**src/rtl/int_ctrl.sv**
```systemverilog
`default_nettype none
// ============================================================================
// Module   : int_ctrl
// Brief    : Edge-captured, maskable, fixed-priority interrupt controller that
//            drives the trap strobes and presents a vector to fetch.
// Revision : 1.0
// ============================================================================
module int_ctrl #(
    parameter int          NUM_IRQ   = 8,
    parameter logic [31:0] VEC_BASE  = 32'h0000_0100,
    parameter int          VEC_SHIFT = 4
) (
    input  logic               clk,
    input  logic               rst_n,
    input  logic [NUM_IRQ-1:0] irq,
    input  logic               int_en,
    input  logic               insn_boundary,
    input  logic               mask_we,
    input  logic [NUM_IRQ-1:0] mask_din,
    input  logic               eoi,
    input  logic               redirect_ack,
    output logic               ir_tsf,
    output logic               ks,
    output logic               vec_valid,
    output logic [31:0]        vec_addr,
    output logic [4:0]         irq_id,
    output logic               busy,
    output logic [NUM_IRQ-1:0] mask_q
);

    localparam logic [1:0] c_IDLE   = 2'd0;
    localparam logic [1:0] c_SAVE   = 2'd1;
    localparam logic [1:0] c_VECTOR = 2'd2;
    localparam logic [1:0] c_ACTIVE = 2'd3;

    logic [1:0]         r_state;
    logic [NUM_IRQ-1:0] r_irq_d;
    logic [NUM_IRQ-1:0] r_pending;
    logic [NUM_IRQ-1:0] r_mask;
    logic [4:0]         r_irq_id;

    logic [NUM_IRQ-1:0] w_rise;
    logic [NUM_IRQ-1:0] w_eligible;
    logic [NUM_IRQ-1:0] w_clear;
    logic [4:0]         w_win_id;
    logic               w_take;
    logic [31:0]        w_vec_addr;

    assign w_rise     = irq & ~r_irq_d;
    assign w_eligible = r_pending & r_mask;
    assign w_take     = (r_state == c_IDLE) && (|w_eligible) && int_en && insn_boundary;

    // Scan from the top down so the lowest eligible index is the last write.
    always_comb begin
        w_win_id = 5'd0;
        for (int i = NUM_IRQ - 1; i >= 0; i--) begin
            if (w_eligible[i]) begin
                w_win_id = 5'(i);
            end
        end
    end

    always_comb begin
        w_clear = '0;
        for (int i = 0; i < NUM_IRQ; i++) begin
            w_clear[i] = (r_state == c_SAVE) && (r_irq_id == 5'(i));
        end
    end

    // A fresh edge on the line being cleared wins, so it is ORed in last.
    always_ff @(posedge clk or negedge rst_n) begin
        if (!rst_n) begin
            r_irq_d   <= '0;
            r_pending <= '0;
            r_mask    <= '1;
        end else begin
            r_irq_d   <= irq;
            r_pending <= (r_pending & ~w_clear) | w_rise;
            if (mask_we) begin
                r_mask <= mask_din;
            end
        end
    end

    always_ff @(posedge clk or negedge rst_n) begin
        if (!rst_n) begin
            r_state  <= c_IDLE;
            r_irq_id <= 5'd0;
        end else begin
            case (r_state)
                c_IDLE: begin
                    if (w_take) begin
                        r_state  <= c_SAVE;
                        r_irq_id <= w_win_id;
                    end
                end
                c_SAVE: begin
                    r_state <= c_VECTOR;
                end
                c_VECTOR: begin
                    if (redirect_ack) begin
                        r_state <= c_ACTIVE;
                    end
                end
                c_ACTIVE: begin
                    if (eoi) begin
                        r_state  <= c_IDLE;
                        r_irq_id <= 5'd0;
                    end
                end
                default: begin
                    r_state  <= c_IDLE;
                    r_irq_id <= 5'd0;
                end
            endcase
        end
    end

    assign w_vec_addr = VEC_BASE + ({27'd0, r_irq_id} << VEC_SHIFT);

    // Strobes are gated by rst_n so a reset can never leave a partial pulse.
    assign ir_tsf    = (r_state == c_SAVE) && rst_n;
    assign ks        = (r_state == c_SAVE) && rst_n;
    assign vec_valid = (r_state == c_VECTOR);
    assign vec_addr  = vec_valid ? w_vec_addr : 32'd0;
    assign irq_id    = r_irq_id;
    assign busy      = (r_state != c_IDLE);
    assign mask_q    = r_mask;

endmodule
`default_nettype wire

```
**config.mk**
```make
export PLATFORM = sky130hd
export DESIGN_NAME = int_ctrl
export DESIGN_NICKNAME = d
export VERILOG_FILES = /design/src/rtl/int_ctrl.sv
export SDC_FILE = /design/constraint.sdc
export NUM_CORES = 1
export LEC_CHECK = 0
export BUFFER_PORTS_ARGS = -buffer_cell sky130_fd_sc_hd__buf_2
export CORE_MARGIN = 2
export CORE_UTILIZATION = 45
export CTS_CLUSTER_SIZE = 40
export DETAILED_ROUTE_END_ITERATION = 10
export PLACE_DENSITY_LB_ADDON = 0.2
export SYNTH_ARGS = -nofsm -noshare
export SYNTH_HDL_FRONTEND = slang
export SYNTH_SLANG_ARGS = --single-unit
```
**constraint.sdc**
```tcl
create_clock -name clk -period 4 [get_ports clk]
set_clock_uncertainty 0.2 [all_clocks]
set_input_delay 1.2 -clock clk [delete_from_list [all_inputs] [get_ports clk]]
set_output_delay 1.2 -clock clk [all_outputs]
set_load 0.02 [all_outputs]
```
Yosys cells after proc, flatten, opt, wreduce, memory -nomap -nowiden
Cells that the tools add are included.

Add/subtract/negate cells: 1. Multiply operators: 0. Div/mod/pow operators: 0. Order comparisons: 0. Equality and inequality tests: 13. Shift operators: 0. Multiplexer cells: 16. Bitwise gates (word level): 6. Reduce and logical (&&, ||, !) cells: 19.

Operators by type and width (number): 2-to-1 mux 5 bit (6); bitwise AND 8 bit (3); == test 5 x 3 -> 1 bit, second input constant (4); NOT 8 bit (2); logical AND 1 bit (12); 2-to-1 mux 3 bit (4); adder 9 x 9 -> 10 bit, first input constant (1); == test 5 x 2 -> 1 bit, second input constant (2); 2-to-1 mux 10 bit (1); one-hot mux 5 bit (2 select lines) (1); OR 8 bit (1); one-hot mux 2 bit (4 select lines) (1); OR reduction 8 bit (1); 2-to-1 mux 2 bit (3); != test 2 bit, second input constant (3); AND reduction 3 bit (2); == test 5 x 1 -> 1 bit, second input constant (1); zero test 5 bit (1); == test 2 bit, second input constant (2); nonzero test 2 bit (2); == test 2 x 1 -> 1 bit, second input constant (1); zero test 2 bit (1).

Register bits: 31. Bits in latches: 0. RAM bits: 0. Memory bits (read-only): 0. Input bits: 23. Output and inout port bits: 49. Word-level logic and storage cells: 60. Memories kept: 0.

Longest topological paths before layout
Gate-level depths: netlist of the first run.

Word-level depth: 11. Depth in mapped cells: 6. Mapped depth without buffers: 6.

Worst setup path before layout of the first run
No wires, ideal clock.

Kind: in2out. Start: input port rst_n. End: output port ks. Arrival: 1.619 ns. Required time: 2.600 ns. Slack: 0.981 ns. Stages: 2. Buffers on the path: 1. Cells stage by stage: and2_1 -> buf_4.

Word-level cells in the longest chain between the ends: 1.

RTL lines: start: declaration (line 14) `input logic rst_n,`; logical AND 1 bit (line 123) `assign ks = (r_state == c_SAVE) && rst_n;`; end: declaration (line 23) `output logic ks,`.

Every way passes these cells.

Final worst setup path of the first run
Start: input port rst_n. End: output port ir_tsf.

Word-level cells in the longest chain between the ends: 1.

RTL lines: logical AND 1 bit (line 122) `assign ir_tsf = (r_state == c_SAVE) && rst_n;`; end: declaration (line 22) `output logic ir_tsf,`.

Every way passes these cells.

==> flow_summary.json, run 1 <==
{
  "outcome": "complete, no violations",
  "holdCritStartpoint": "r_irq_d[2]",
  "hold_buffers": 0,
  "ys_ff_latch": 29,
  "num_vias": 1180,
  "synth_area_um2": 1610,
  "setup_violations": 0,
  "multiInputGateArea_um2": 699,
  "crit_type": "primary input to primary output",
  "cap_viol_max_count": 0,
  "max_stage_delay_ps": 160,
  "cts_sinks": 29,
  "crit_chain": "buf_2, and2_1, buf_2",
  "synth_cell_type_count": 32,
  "yosys_warnings": 0,
  "die-height_um": 63.8,
  "fmax_mhz": 329,
  "cts_made_buffers": 5,
  "whs_ps": 219,
  "post_cts_buffers": 0,
  "seqCellArea_um2": 736,
  "min_to": "r_pending[2]",
  "crit_path_start_kind": "primary input",
  "dp.cells": 242,
  "fin_setup_tns_ps": 0,
  "grt_start_max_net_pins": 30,
  "layout-drive-gt1-share_pct": 35.3,
  "syn_inst": 158,
  "antenna_cells": 0,
  "hold_class": "flip-flop to flip-flop",
  "post_drt_wl_per_cell_um": 12.0,
  "ant_nets": 0,
  "r2r_end": "irq_id[2]",
  "drcViolationCount": 0,
  "critPathMaxFanout": 2,
  "layout_common_cells": "41 x buf_2, 30 x conb_1, 21 x dfrtp_1, 15 x o21ai_0, 11 x inv_1",
  "cts_resized": 0,
  "timing.reg2reg.setup_slack_ps": 2070,
  "clockBufferDepth": 2,
  "std_cell_rows": 21,
  "pwr_density_cell_nw_per_um2": 617,
  "wl_um": 2990,
  "seq_area_frac_synth_pct": 45.7,
  "finalPower_uw": 1120,
  "reg2reg_depth": 4,
  "pre_cts_ws_ps": 961,
  "grt_overflow": 0,
  "htree_levels": 2,
  "dr.pass1.iters": 4,
  "clk_pin_slew_ps": 80,
  "required_ps": 2600,
  "final_nets": 231,
  "drv_slew": 0,
  "leakage_uw": 0.000900,
  "fin_crit_ps": 3040,
  "cp_slowest_cell": "and2_1",
  "hpwl_um": 2320,
  "holdPathStages": 1,
  "track_usage_pct": 15.3,
  "clk_latency_ps": 330,
  "tightest_slew_ps": 515,
  "period_share_pct": 75.9,
  "antenna_found_initial": 0,
  "root_buffer": "clkbuf_4",
  "start_util_pct": 47.5,
  "grt_pass1_wl_um": 4780,
  "avgSynthCellArea_um2": 10.2,
  "drtIter0Drc": 57,
  "rsz0062_at_grt": "false",
  "port-buffer-count": 41,
  "hold_violations": 0,
  "grt_pass1_vias": 1054,
  "gp_congestion": 0.763,
  "instances_no_fill": 250,
  "core_area_um2": 3390,
  "setup_ws_ps": 964,
  "area_growth_pct": 13.1,
  "ios": 72,
  "die_area_um2": 4080,
  "worstSetupEndpointType": "primary output",
  "ir_drop_mv": 0.220,
  "fill_cells": 314,
  "fp.dieW_um": 63.8,
  "viasPerCell": 4.72,
  "final_common_cell": "buf_2",
  "cp.arrival_ps": 1640,
  "reg2reg_from": "r_pending[5]",
  "timing.slew.headroom_pct": 65.4,
  "cts_tree": "yes",
  "path_common_cell": "buf_2"
}
per-stage QoR:
step | util, % | instance area [um^2]
after floorplan | - | 1720
after global placement | 51.5 | 1750
after detailed placement | 51.5 | 1750
after CTS | 53.8 | 1820
after global routing | 53.8 | 1820
final | 53.8 | 1820
routing by layer:
layer	wire, um	global-route usage, %	vias up
li1	-	-	573
met1	1210	17.4	534
met2	1440	25.5	62
met3	249	4.58	11
met4	87	8.15	0
met5	0	0	-
Yosys cell counts:
library cell   n  area, um^2
a21oi_1        1        5.00
and3_1         1        6.26
a31oi_1        2        12.5
nand2_1        9        33.8
dfstp_2        8         210
nand2_2        1        6.26
dfrtp_1       21         526
a32o_1         2        20.0
conb_1         1        3.75
nor4_1         1        6.26
inv_1         11        41.3
o211ai_1       1        7.51
and2_1         7        43.8
o31ai_1        2        15.0
o221a_2        2        22.5
nor2_1         5        18.8
nand3_1        5        25.0
nor3_1         2        10.0
a22o_1         3        26.3
buf_4         32         240
mux2_2         8        90.1
o2bb2ai_1      1        8.76
and4_2         1        10.0
ha_1           5        62.6
o21ai_0       15        75.1
a211oi_1       1        7.51
a2bb2oi_1      1        8.76
nand2b_1       5        31.3
or4_4          1        11.3
clkbuf_1       1        3.75
a22o_2         1        10.0
a211oi_2       1        12.5
flip-flops by register name (all words and copies together) (netlist names):
| signal | count |
|---|---|
| r_state | 2 |
| mask_q | 8 |
| r_pending | 8 |
| irq_id | 3 |
| r_irq_d | 8 |
logic make-up after synthesis:
kind of cell | Yosys count | share of synthesized area, %
and+or+nand+nor | 38 | 12.6
muxes | 8 | 5.59
AOI/OAI and AO/OA | 33 | 14.4
adders and majority gates | 5 | 3.88
other | 1 | 0.233
DFF | 29 | 45.7
buffers and inverters | 44 | 17.7
critical path: cells and delay by family:
family,cells,cell delay [ps]
buffers and inverters,2,270
and+or+nand+nor,1,160
power by group:
group | switching (uW) | internal, uW
Combinational | 270 | 181
Sequential | 76.7 | 365
Clock | 102 | 131
layout make-up:
type | count | area share (%)
inverters | 11 | 2.26
multi-input cells | 114 | 38.4
clock buffers | 6 | 2.26
clock inverters | 2 | 1.92
repair buffers | 42 | 11.7
well taps | 46 | 3.16
flip-flops and latches | 29 | 40.4
how the worst max path moves through the flow:
stage | startpoint | to | slack (ps) | cells past startpoint
2_1_floorplan | rst_n | ks | 980 | 2
3_3_place_gp | rst_n | ks | 960 | 3
3_5_place_dp | rst_n | ir_tsf | 960 | 3
4_1_cts | rst_n | ir_tsf | 960 | 3
5_1_grt | rst_n | ir_tsf | 950 | 3
6_report | rst_n | ir_tsf | 960 | 3
Note: power is estimated with default switching activity, not from simulation.
==> run 2: changes to the inputs <==
==> constraint.sdc (replaced) <==
create_clock -name clk -period 2.9 [get_ports clk]
set_clock_uncertainty 0.2 [all_clocks]
set_input_delay 0.87 -clock clk [delete_from_list [all_inputs] [get_ports clk]]
set_output_delay 0.87 -clock clk [all_outputs]
set_load 0.02 [all_outputs]
==> run 2 against run 1 <==
  * Global-route usage is 0.36 points lower
  * Highest routed layer unchanged
  * Sequential power is 38% higher
  * Critical path type is now flip-flop to primary output
  * Critical path depth is 1 higher
  * Critical endpoint is now vec_addr[4]
==> flow_summary.json, run 2 (synthesis results as in run 1) <==
{
  "outcome": "complete, no violations",
  "pwr_density_cell_nw_per_um2": 854,
  "ios": 72,
  "die-height_um": 63.8,
  "cts_sinks": 29,
  "ir_drop_mv": 0.383,
  "root_buffer": "clkbuf_4",
  "required_ps": 1830,
  "grt_pass1_vias": 1052,
  "leakage_uw": 0.000904,
  "rsz0062_at_grt": "false",
  "cts_resized": 0,
  "port-buffer-count": 41,
  "crit_family": "flip-flops",
  "clockBufferDepth": 2,
  "htree_levels": 2,
  "dr.pass1.iters": 4,
  "crit_chain": "inv_1, ha_1, and2_1, buf_2",
  "final_common_cell": "buf_2",
  "drv_slew": 0,
  "seqCellArea_um2": 736,
  "tightest_slew_ps": 541,
  "hold_violations": 0,
  "drtIter0Drc": 37,
  "start_util_pct": 47.5,
  "hold_buffers": 0,
  "cap_viol_max_count": 0,
  "ant_nets": 0,
  "fill_cells": 335,
  "num_vias": 1173,
  "crit_path_start_kind": "flip-flop",
  "cp_slowest_cell": "dfrtp_1",
  "track_usage_pct": 14.9,
  "fin_area_um2": 1830,
  "final_nets": 231,
  "period_share_pct": 86.7,
  "cts_tree": "yes",
  "fp.dieW_um": 63.8,
  "multiInputGateArea_um2": 699,
  "antenna_cells": 0,
  "worstSetupEndpointType": "primary output",
  "wl_um": 2940,
  "clk_latency_ps": 320,
  "core_area_um2": 3390,
  "layout_common_cells": "41 x buf_2, 30 x conb_1, 21 x dfrtp_1, 15 x o21ai_0, 11 x inv_1",
  "max_stage_delay_ps": 430,
  "critPathMaxFanout": 7,
  "die_area_um2": 4080,
  "setup_violations": 0,
  "fin_crit_ps": 2510,
  "timing.slew.headroom_pct": 63.6,
  "grt_overflow": 0,
  "post_cts_buffers": 0,
  "cp_num_buf_inv": 2,
  "placedInstanceArea_um2": 1750,
  "fin_setup_tns_ps": 0,
  "gp_congestion": 0.796,
  "crit_type": "flip-flop to primary output",
  "cp.arrival_ps": 1440,
  "post_drt_wl_per_cell_um": 11.8,
  "std_cell_rows": 21,
  "fmax_mhz": 398,
  "clk_pin_slew_ps": 90,
  "drcViolationCount": 0,
  "area_growth_pct": 13.7,
  "hpwl_um": 2340,
  "whs_ps": 218,
  "pre_cts_ws_ps": 519,
  "viasPerCell": 4.69,
  "cts_made_buffers": 5,
  "layout-drive-gt1-share_pct": 35.3,
  "grt_start_max_net_pins": 30,
  "grt_pass1_wl_um": 4620,
  "setup_ws_ps": 386,
  "antenna_found_initial": 0,
  "hold_class": "flip-flop to flip-flop"
}
## run 2: layout make-up
type                    instances  area share (%)
clock inverters                 1            1.64
inverters                      11            2.25
well taps                      46            3.14
multi-input cells             114            38.2
clock buffers                   7            3.01
flip-flops and latches         29            40.2
repair buffers                 42            11.6
## run 2: power breakdown
group          total [uW]  switching (uW)  internal, uW
Sequential            607             103           503
Combinational         620             372           248
Clock                 339             133           206
## run 2: final timing paths
kind	from	endpoint	slack [ps]	cells past startpoint
max	r_state[0]	vec_addr[4]	390	4
min	r_irq_d[3]	r_pending[3]	220	1
max reg2reg	r_pending[5]	irq_id[2]	930	4
min reg2reg	r_irq_d[3]	r_pending[3]	220	1
max in group asynchronous	rst_n	mask_q[7]	1810	2
min in group asynchronous	rst_n	irq_id[0]	380	2
## run 2: per-stage QoR
step                      std cells  power, uW  util (%)
after floorplan                 187       1090         -
after global placement          242       1220      51.5
after detailed placement        242       1240      51.5
after CTS                       250       1590      54.0
after global routing            250       1680      54.0
final                           250       1570      54.0
## run 2: metal layers
| metal | wire length, um | share of wire [%] | global-route usage [%] |
|---|---|---|---|
| met5 | 0 | 0 | 0 |
| met4 | 55 | 1.9 | 6.25 |
| met3 | 202 | 6.9 | 5.81 |
| met2 | 1440 | 49 | 25.7 |
| met1 | 1240 | 42 | 16.2 |
